File: src/rtl/register_file.sv
// 16 x 16-bit register file: two combinational read ports, one synchronous
// write port, R0 hardwired to zero, and a writeback-to-decode bypass so that
// a register being written this cycle is already visible on the read ports.
module register_file #(
  parameter int NUM_REGS = 16,
  parameter int DATA_W   = 16
) (
  input  logic              clk,
  input  logic              rst,
  input  logic [3:0]        SrcReg1,
  input  logic [3:0]        SrcReg2,
  input  logic [3:0]        DstReg,
  input  logic              WriteReg,
  input  logic [DATA_W-1:0] DstData,
  output logic [DATA_W-1:0] SrcData1,
  output logic [DATA_W-1:0] SrcData2
);

  logic [DATA_W-1:0]   regs_q [NUM_REGS];
  logic [DATA_W-1:0]   regs_d [NUM_REGS];
  logic [NUM_REGS-1:0] dst_oh;
  logic [NUM_REGS-1:0] src1_oh;
  logic [NUM_REGS-1:0] src2_oh;
  logic [DATA_W-1:0]   rd1;
  logic [DATA_W-1:0]   rd2;
  logic                wr_en;
  logic                byp1;
  logic                byp2;

  // 4-to-16 one-hot index decoders; bit 0 of the write decode is dropped so R0 never loads
  always_comb begin
    dst_oh  = NUM_REGS'(1) << DstReg;
    src1_oh = NUM_REGS'(1) << SrcReg1;
    src2_oh = NUM_REGS'(1) << SrcReg2;
    dst_oh[0] = 1'b0;
  end

  // A write is live only outside reset and only for a non-zero destination
  always_comb begin
    wr_en = WriteReg & rst & (DstReg != 4'd0);
    byp1  = wr_en & (SrcReg1 == DstReg);
    byp2  = wr_en & (SrcReg2 == DstReg);
  end

  // Next-state: only the addressed register takes DstData; R0 is pinned to zero
  always_comb begin
    for (int i = 0; i < NUM_REGS; i++) begin
      regs_d[i] = regs_q[i];
      if (WriteReg && dst_oh[i]) begin
        regs_d[i] = DstData;
      end
    end
    regs_d[0] = '0;
  end

  // Register storage; reset clears every entry immediately, independent of clk
  always_ff @(posedge clk or negedge rst) begin
    if (!rst) begin
      for (int i = 0; i < NUM_REGS; i++) begin
        regs_q[i] <= '0;
      end
    end else begin
      for (int i = 0; i < NUM_REGS; i++) begin
        regs_q[i] <= regs_d[i];
      end
    end
  end

  // AND-OR read muxes driven by the one-hot source decodes; R0 contributes nothing
  always_comb begin
    rd1 = '0;
    rd2 = '0;
    for (int i = 1; i < NUM_REGS; i++) begin
      rd1 = rd1 | (regs_q[i] & {DATA_W{src1_oh[i]}});
      rd2 = rd2 | (regs_q[i] & {DATA_W{src2_oh[i]}});
    end
  end

  // Bypass selects the in-flight write data; outputs are forced to zero during reset
  always_comb begin
    SrcData1 = '0;
    SrcData2 = '0;
    if (rst) begin
      SrcData1 = byp1 ? DstData : rd1;
      SrcData2 = byp2 ? DstData : rd2;
    end
  end

endmodule

File: config.mk
export PLATFORM = sky130hd
export DESIGN_NAME = register_file
export DESIGN_NICKNAME = d
export VERILOG_FILES = /design/src/rtl/register_file.sv
export SDC_FILE = /design/constraint.sdc
export NUM_CORES = 1
export LEC_CHECK = 0
export ABC_AREA = 1
export CAP_MARGIN = 0
export CORE_ASPECT_RATIO = 0.75
export CORE_MARGIN = 2
export CORE_UTILIZATION = 40
export DETAILED_ROUTE_END_ITERATION = 8
export HOLD_SLACK_MARGIN = 0.15
export PLACE_DENSITY = 0.57
export SLEW_MARGIN = 10
export SYNTH_ARGS = -nofsm -noshare
export SYNTH_HDL_FRONTEND = slang
export SYNTH_SLANG_ARGS = --single-unit
export TNS_END_PERCENT = 100
File: constraint.sdc
create_clock -name clk -period 2.2 [get_ports clk]
set_input_delay 0.44 -clock clk [delete_from_list [all_inputs] [get_ports clk]]
set_output_delay 0.44 -clock clk [all_outputs]
set_load 0.1 [all_outputs]
==> metrics.txt, run 1 <==
TritonCTS Sinks 240; startpoint types input port; Critical-path top delay cell nor2_4; cell count after placement 2537; DRT Wirelength 63800 microns; Setup CP Type input port to primary output; top cell family by delay on the critical path buffers and inverters; worst setup margin -0.241 ns; Die X 220 microns; layout cells sized above 1 0.250; Clock Power Share 0.333; most frequent cells in the layout nand2_1 (494), dfrtp_1 (240), o21ai_0 (208); Power Internal 9950 uW; Syn. warnings 0; # fillers 3175; Async SR Flop Fraction 1.00; number of synthesized flops with an enable pin 0; FF+latch count, synth 240; CP Cell Sequence buf_12 -> buf_8 -> buf_12 -> nand2_8 -> nor2_4 -> buf_12 -> buf_6 -> nand2_1 -> o21ai_1 -> nor2_1 -> nand3_1 -> nor2_2 -> nor2_4 -> buf_12; H-tree levels 1; GR Util All Layers 0.348; most used cell, CP buf_12; FF+latch area 0.00601 sq mm; Rows 59; Synth Area per Inst 7.07 sq um; drt wl/cell 24.2 microns; Post-DP HPWL 40100 microns; commonest non-fill, non-tap cell in the layout nand2_1; Syn-to-layout area delta 40.5%; Worst Path Required 1.76 ns; placed cell area 0.0171 sq mm; clock skew 0 ns; Final Hold Fails 0; initial antenna violation count 0; Critical Path End Type primary output; CTS Buf Count 27; n_diodes 0; post-route ant nets 0; initial core utilization 0.406; Arr. time, crit path 2.00 ns; Syn Nets 2016; Buf/Inv on CP 6; global-route wire length before repair 94800 microns; Tot Pwr 15300 uW; Highest Clock Rate 0.410 GHz; gp weighted congestion 0.920; Distinct cells, synth 32; part of the power in combinational logic 0.261; Clock transition at path regs 0.06 ns; Top reg by flops regs_q; TritonCTS clock tree yes; root buf cell clkbuf_16; Seq pwr share 0.406; DR pass1 iterations 7; max incr delay on CP 0.24 ns; Worst slew margin 0.477; Leakage 0.00928 uW; Port-buffer cells 62; via-per-instance ratio 5.90; Cell Pwr Density 777 mW/mm^2; switch share 0.351; initial DRC count 2341; biggest regs regs_q (240); VDD IR max 0.619 mV; Worst Path Max Fanout 6; die area 0.0366 sq mm; post-route cell area 0.0197 sq mm; Post-Synthesis Cell Area 0.0140 sq mm; worst-skew pair later-pin latency 0.57 ns; core area 0.0346 sq mm; CTS max path bufs 3; RSZ-0062 raised after global routing yes; max-slew violations 0; failing checks setup timing; Net Switching 5390 uW; multi-input logic area 0.00778 sq mm; Mapped Cells 1985; register area share after synthesis 0.428; status finished, violations left; Synth Flop Type dfrtp_1; grt total ovfl 0; Final Non-Filler Cells 2634; setup violators final 32; Period Utilization, post-route 1.11; vias in the first global route 14.5k; Min Clock Period, post-route 2.44 ns; Max Cap Viol 0; Post-route DRC 0; vias 15.5k; largest net degree at the start of global routing 55; IO Count 63; Worst Tran Pin Value 0.782 ns; Final nets 2188; worst hold path class input port to async pin; Die Ht 166 microns; max reg flops 240
final timing paths:
path | start | end | slack [ns] | cells after the start
min in group clk | regs_q[212] | regs_q[212] | 0.49 | 2
max | SrcReg2[3] | SrcData2[6] | -0.24 | 14
min | rst | regs_q[176] | 0.15 | 3
max reg2reg | regs_q[2] | regs_q[2] | 1.43 | 2
max in group asynchronous | rst | regs_q[31] | 0.70 | 4
min reg2reg | regs_q[212] | regs_q[212] | 0.49 | 2
cell families after synthesis:
| group | count (synthesis) | synth area share |
|---|---|---|
| xor gates and xnor gates | 5 | 0.00312 |
| buffers and inverters | 256 | 0.0851 |
| DFF | 240 | 0.428 |
| AOI/OAI and AO/OA | 347 | 0.124 |
| and+or+nand+nor | 1137 | 0.360 |
what timing repair did:
action | 4_1_cts | 5_1_grt
cloned | 13 | 3
setup buffers | 31 | 8
pin swaps | 102 | 56
gates resized for setup | 285 | 69
hold endpoints to repair | 84 | 0
hold buffers | 3 | 0
setup endpoints to repair | 32 | 32
cell type report:
cell class	instances	share of cell area
multi-input combinational	1490	0.394
sequential	240	0.304
timing repair buffer	292	0.201
clock buffer	37	0.0382
tap	457	0.0290
inverter	106	0.0224
clock inverter	12	0.0113
through the flow:
step	utilization	hold slack (ns)	setup WS, ns	TNS (ns)
finish	0.570	0.146	-0.241	-6.11
global route	0.570	0.169	-0.293	-7.71
CTS	0.562	0.153	-0.308	-6.12
detailed placement	0.494	0.372	-0.742	-20.81
global placement	0.494	0.373	-0.749	-21.25
floorplan	-	0.144	-0.0143	-0.104
worst register-to-register path, stage by stage, from the launching register on:
cell and delay [ns]:
dfrtp_1 0.44, nor2_1 0.13, a21oi_1 0.06
Yosys cell counts (2+ instances only):
cell type	instances	area, sq um
nand3_4	2	35.0
buf_4	21	158
nand2_4	3	33.8
nand2_2	2	12.5
nor3_1	3	15.0
nand3_1	145	726
inv_1	93	349
nor2_8	3	60.1
xor2_1	3	26.3
inv_4	2	12.5
a21oi_1	52	260
inv_6	2	17.5
nor2_2	6	37.5
nor2_1	273	1020
o21ai_0	262	1310
o21ai_1	32	160
inv_2	9	33.8
dfrtp_1	240	6010
buf_6	8	90.1
buf_2	64	320
nor2_4	11	124
nand4_1	136	851
nand3_2	3	30.0
xnor2_1	2	17.5
nand2_1	546	2050
clkbuf_1	56	210
power by group through the flow:
stage | registers, uW | logic (uW) | clock network (uW)
floorplan | 5940 | 2300 | 0
global placement | 6200 | 3550 | 0
detailed placement | 6220 | 3610 | 0
CTS | 6170 | 3920 | 5140
global route | 6330 | 4320 | 5340
finish | 6230 | 4010 | 5100
per-layer routing:
| layer | vias to the layer above | share of wire | wire length (microns) | GRT usage |
|---|---|---|---|---|
| met5 | - | 0 | 0 | 0 |
| met2 | 1022 | 0.41 | 25900 | 0.491 |
| met4 | 0 | 0.040 | 2580 | 0.112 |
| met1 | 7437 | 0.44 | 27800 | 0.527 |
| met3 | 163 | 0.12 | 7500 | 0.0742 |
| li1 | 6926 | - | - | - |
Note: power is estimated with default switching activity, not from simulation.
==> run 2, diff against run 1 <==
--- a/config.mk
+++ b/config.mk
@@ -10,6 +10,7 @@
 export CORE_ASPECT_RATIO = 0.75
 export CORE_MARGIN = 2
 export CORE_UTILIZATION = 40
+export CTS_CLUSTER_SIZE = 24
 export DETAILED_ROUTE_END_ITERATION = 8
 export HOLD_SLACK_MARGIN = 0.15
 export PLACE_DENSITY = 0.57
==> run 2 against run 1 <==
The run still ends with setup timing left. Non-clock buffer count down 1. Critical path type unchanged. Sequential share of layout area increased by 0.18 points. Total power down 0.27%. Die area unchanged.
==> metrics.txt, run 2 (synthesis results as in run 1) <==
status finished, violations left; failing checks setup timing; global-route wire length before repair 94800 microns; Crit Reg-Reg Endpoint regs_q[2]; root buf cell clkbuf_16; Port-buffer cells 62; grt total ovfl 0; multi-input logic area 0.00777 sq mm; DP Worst Slack -0.742 ns; Worst Path Required 1.76 ns; vias in the first global route 14.5k; Rows 59; initial core utilization 0.406; Die X 220 microns; biggest regs regs_q (240); post-route ant nets 0; via-per-instance ratio 5.90; layout cells sized above 1 0.250; Worst Path Max Fanout 6; Period Utilization, post-route 1.10; drt wl/cell 24.1 microns; largest net degree at the start of global routing 55; DR pass1 iterations 6; R2R Setup Slk 1.43 ns; core area 0.0346 sq mm; TritonCTS clock tree yes; gp weighted congestion 0.920; Post-route DRC 0; Highest Clock Rate 0.412 GHz; Syn-to-layout area delta 39.7%; Max Cap Viol 0; max-slew violations 0; vias 15.5k; final hold slack 0.137 ns; Die Ht 166 microns; startpoint types input port; worst-skew pair later-pin latency 0.57 ns; worst hold path class input port to async pin; Critical Path End Type primary output; Reg2Reg Depth 2; FF+latch area 0.00601 sq mm; initial antenna violation count 0; worst setup margin -0.227 ns; reg2reg start regs_q[2]; Tot Pwr 15300 uW; setup violators final 32; CTS max path bufs 3; VDD IR max 0.597 mV; die area 0.0366 sq mm; Leakage 0.00922 uW; Setup TNS -5.88 ns; DRT Wirelength 63400 microns; GR Util All Layers 0.348; Arr. time, crit path 1.99 ns; TritonCTS Sinks 240; initial DRC count 2253; Final Hold Fails 0; RSZ-0062 raised after global routing yes; IO Count 63; Clock transition at path regs 0.06 ns; # fillers 3198; Final nets 2187; commonest non-fill, non-tap cell in the layout nand2_1; H-tree levels 1; Cell Pwr Density 780 mW/mm^2; clock skew 0 ns; Min Clock Period, post-route 2.43 ns; max reg flops 240; Setup CP Type input port to primary output; Post-DP HPWL 40100 microns; n_diodes 0; CTS Buf Count 27; Top reg by flops regs_q; Worst slew margin 0.446; most frequent cells in the layout nand2_1 (497), dfrtp_1 (240), o21ai_0 (208); Worst Tran Pin Value 0.828 ns
run 2: cell types whose count changed in the layout (fill, tap and decap cells not counted), sizes merged:
cell      delta
clkbuf       -2
buf          +1
clkinv       -1
clkinvlp     +2
bufbuf       -1
run 2: worst max path at each step:
stage	from	end	slack, ns	cells after the start
after global routing	SrcReg1[0]	SrcData1[11]	-0.29	12
after floorplan	SrcReg2[1]	SrcData2[5]	-0.01	8
final	SrcReg2[3]	SrcData2[6]	-0.23	14
after detailed placement	SrcReg2[2]	SrcData2[7]	-0.74	12
after global placement	SrcReg2[0]	SrcData2[7]	-0.75	12
after CTS	SrcReg2[3]	SrcData2[10]	-0.31	14
run 2: per-stage QoR:
step,area [sq um],cells,util
final,19600,2633,0.567
after global routing,19600,2633,0.567
after CTS,19500,2628,0.562
after detailed placement,17100,2537,0.494
after global placement,17100,2537,0.494
after floorplan,14500,1985,-
run 2: power breakdown:
part / switching [uW] / internal, uW
Clock: 1990 / 3090
Combinational: 2520 / 1470
Sequential: 855 / 5370
run 2: layout make-up:
cell class / count / area share
clock buffer: 36 / 0.0382
clock inverter: 13 / 0.0115
inverter: 106 / 0.0223
multi-input combinational: 1490 / 0.396
sequential: 240 / 0.306
tap: 457 / 0.0291
timing repair buffer: 291 / 0.197
run 2: repair_timing:
action / 4_1_cts / 5_1_grt
gates cloned: 13 / 2
setup endpoints to repair: 32 / 32
hold endpoints to repair: 84 / 0
resized for setup: 285 / 62
hold buffers: 3 / 0
setup buffers: 31 / 11
pin swaps: 102 / 59
run 2: worst max-delay path: stages:
cell	delay, ns
buf_12	0.09
buf_8	0.12
buf_12	0.11
nand2_8	0.07
nor2_4	0.23
buf_12	0.20
buf_6	0.11
nand2_1	0.04
o21ai_1	0.07
nor2_1	0.05
nand3_1	0.09
nor2_2	0.06
nor2_4	0.10
buf_12	0.18
run 2: per-layer routing:
metal,track usage,part of all wire,wire length [microns],vias up
met3,0.0738,0.12,7570,166
met5,0,0,0,-
met4,0.113,0.040,2520,0
li1,-,-,-,6917
met2,0.489,0.40,25700,991
met1,0.527,0.44,27700,7453
==> run 3, diff against run 2 <==
--- a/config.mk
+++ b/config.mk
@@ -8,7 +8,6 @@
 export ABC_AREA = 1
 export CAP_MARGIN = 0
 export CORE_ASPECT_RATIO = 0.75
-export CORE_MARGIN = 2
 export CORE_UTILIZATION = 40
 export CTS_CLUSTER_SIZE = 24
 export DETAILED_ROUTE_END_ITERATION = 8
==> run 3 against run 2 <==
The flow still finishes with violations (setup timing). Utilization down 1.6 points. Clock skew unchanged. Hold slack better by 0.29 ns. Wire length down 4.2%. Combinational power down 2%. Global-route usage down 0.91 points. Via count down 2.2%. Register-to-register slack better by 0.02 ns. Total power down 5.8%. Final cell count down 0.61%. Count of clock-buffer cells in the layout up 2.
==> metrics.txt, run 3 (synthesis results as in run 1) <==
Arr. time, crit path 1.98 ns; Top reg by flops regs_q; Die X 218 microns; CTS Buf Count 26; status finished, violations left; grt total ovfl 0; die area 0.0359 sq mm; worst hold path class input port to async pin; initial antenna violation count 2; clock skew 0 ns; highest metal used met4; via-per-instance ratio 5.80; DP Worst Slack -0.757 ns; Clock transition at path regs 0.06 ns; Min Clock Period, post-route 2.42 ns; root buf cell clkbuf_16; TritonCTS Sinks 240; layout cells sized above 1 0.232; IO Count 63; Highest Clock Rate 0.413 GHz; Max Cap Viol 0; wl on met1 26300 microns; Worst Path Max Fanout 6; Syn-to-layout area delta 35.8%; Worst slew margin 0.360; Final Hold Fails 0; core area 0.0346 sq mm; R2R Setup Slk 1.45 ns; TritonCTS clock tree yes; Setup CP Type input port to primary output; GR Util All Layers 0.339; VDD IR max 0.646 mV; worst setup margin -0.221 ns; max incr delay on CP 0.18 ns; DRT Wirelength 60700 microns; most frequent cells in the layout nand2_1 (505), dfrtp_1 (240), o21ai_0 (223); Worst Tran Pin Value 0.961 ns; biggest regs regs_q (240); gp weighted congestion 0.950; WL met2 25000 microns; Worst Path Required 1.76 ns; initial core utilization 0.406; global-route wire length before repair 89800 microns; initial DRC count 2138; startpoint types input port; drt wl/cell 23.2 microns; Critical Path End Type primary output; Cell Pwr Density 756 mW/mm^2; worst-skew pair later-pin latency 0.55 ns; Critical-path top delay cell buf_12; CTS max path bufs 3; met3 wire length 7030 microns; CP Cell Sequence buf_6 -> buf_6 -> buf_12 -> nor2_4 -> buf_6 -> buf_12 -> buf_16 -> nand3_2 -> o21ai_2 -> nor2_1 -> nand2_1 -> nor2_4 -> nor2_4 -> buf_12; largest net degree at the start of global routing 77; setup violators final 32; Period Utilization, post-route 1.10; max-slew violations 0; Rows 59; DR pass1 iterations 6; Final nets 2174; Leakage 0.00898 uW; failing checks setup timing; RSZ-0062 raised after global routing yes; Port-buffer cells 62; Setup TNS -4.65 ns; commonest non-fill, non-tap cell in the layout nand2_1; Post-route DRC 0; vias 15.2k; post-route ant nets 0; vias in the first global route 14.0k; Post-DP HPWL 39300 microns; max reg flops 240; Die Ht 164 microns; H-tree levels 1
[run 3: layout make-up]
| cell class | instances | area, sq um |
|---|---|---|
| multi-input combinational | 1489 | 7650 |
| clock buffer | 38 | 746 |
| fill | 3266 | 15600 |
| sequential | 240 | 6010 |
| inverter | 106 | 443 |
| tap | 457 | 572 |
| timing repair buffer | 280 | 3580 |
| clock inverter | 6 | 70.1 |
| antenna | 1 | 2.50 |
[run 3: worst paths after layout]
check / start / to / cells after the start
max: SrcReg2[2] / SrcData2[3] / 14
max reg2reg: regs_q[117] / regs_q[117] / 2
max in group asynchronous: rst / regs_q[37] / 4
min in group clk: regs_q[214] / regs_q[214] / 2
min reg2reg: regs_q[214] / regs_q[214] / 2
min: rst / regs_q[109] / 3
[run 3: routing by layer]
metal  vias to the layer above  global-route usage
met1                      7176               0.502
met4                         0               0.121
li1                       6883                   -
met2                       974               0.484
met3                       153              0.0672
met5                         -                   0
[run 3: power breakdown]
part           total (uW)  leakage, uW  internal [uW]  switching (uW)
Clock                4300     0.000401           2450            1850
Sequential           6200      0.00296           5370             833
Combinational        3920      0.00562           1440            2470
[run 3: repair_timing]
| item | in CTS | in global routing |
|---|---|---|
| gates cloned | 7 | 4 |
| hold endpoints to repair | 45 | 0 |
| gates resized for setup | 179 | 117 |
| pin swaps | 73 | 77 |
| setup endpoints to repair | 32 | 32 |
| setup buffers | 26 | 12 |
| hold buffers | 4 | 0 |
[run 3: per-stage QoR]
stage	hold WS, ns	power [uW]	cells	utilization	instance area [sq um]
after floorplan	0.144	8250	1985	-	14500
after global placement	0.467	9700	2535	0.493	17100
after detailed placement	0.474	9780	2535	0.493	17100
after CTS	0.431	14300	2610	0.540	18700
after global routing	0.503	15100	2616	0.551	19100
final	0.424	14400	2617	0.551	19100
[run 3: critical path, delay by kind of cell]
kind            cells  cell delay [ns]
compound gates      1             0.06
buf+inv             7             0.91
simple gates        6             0.57
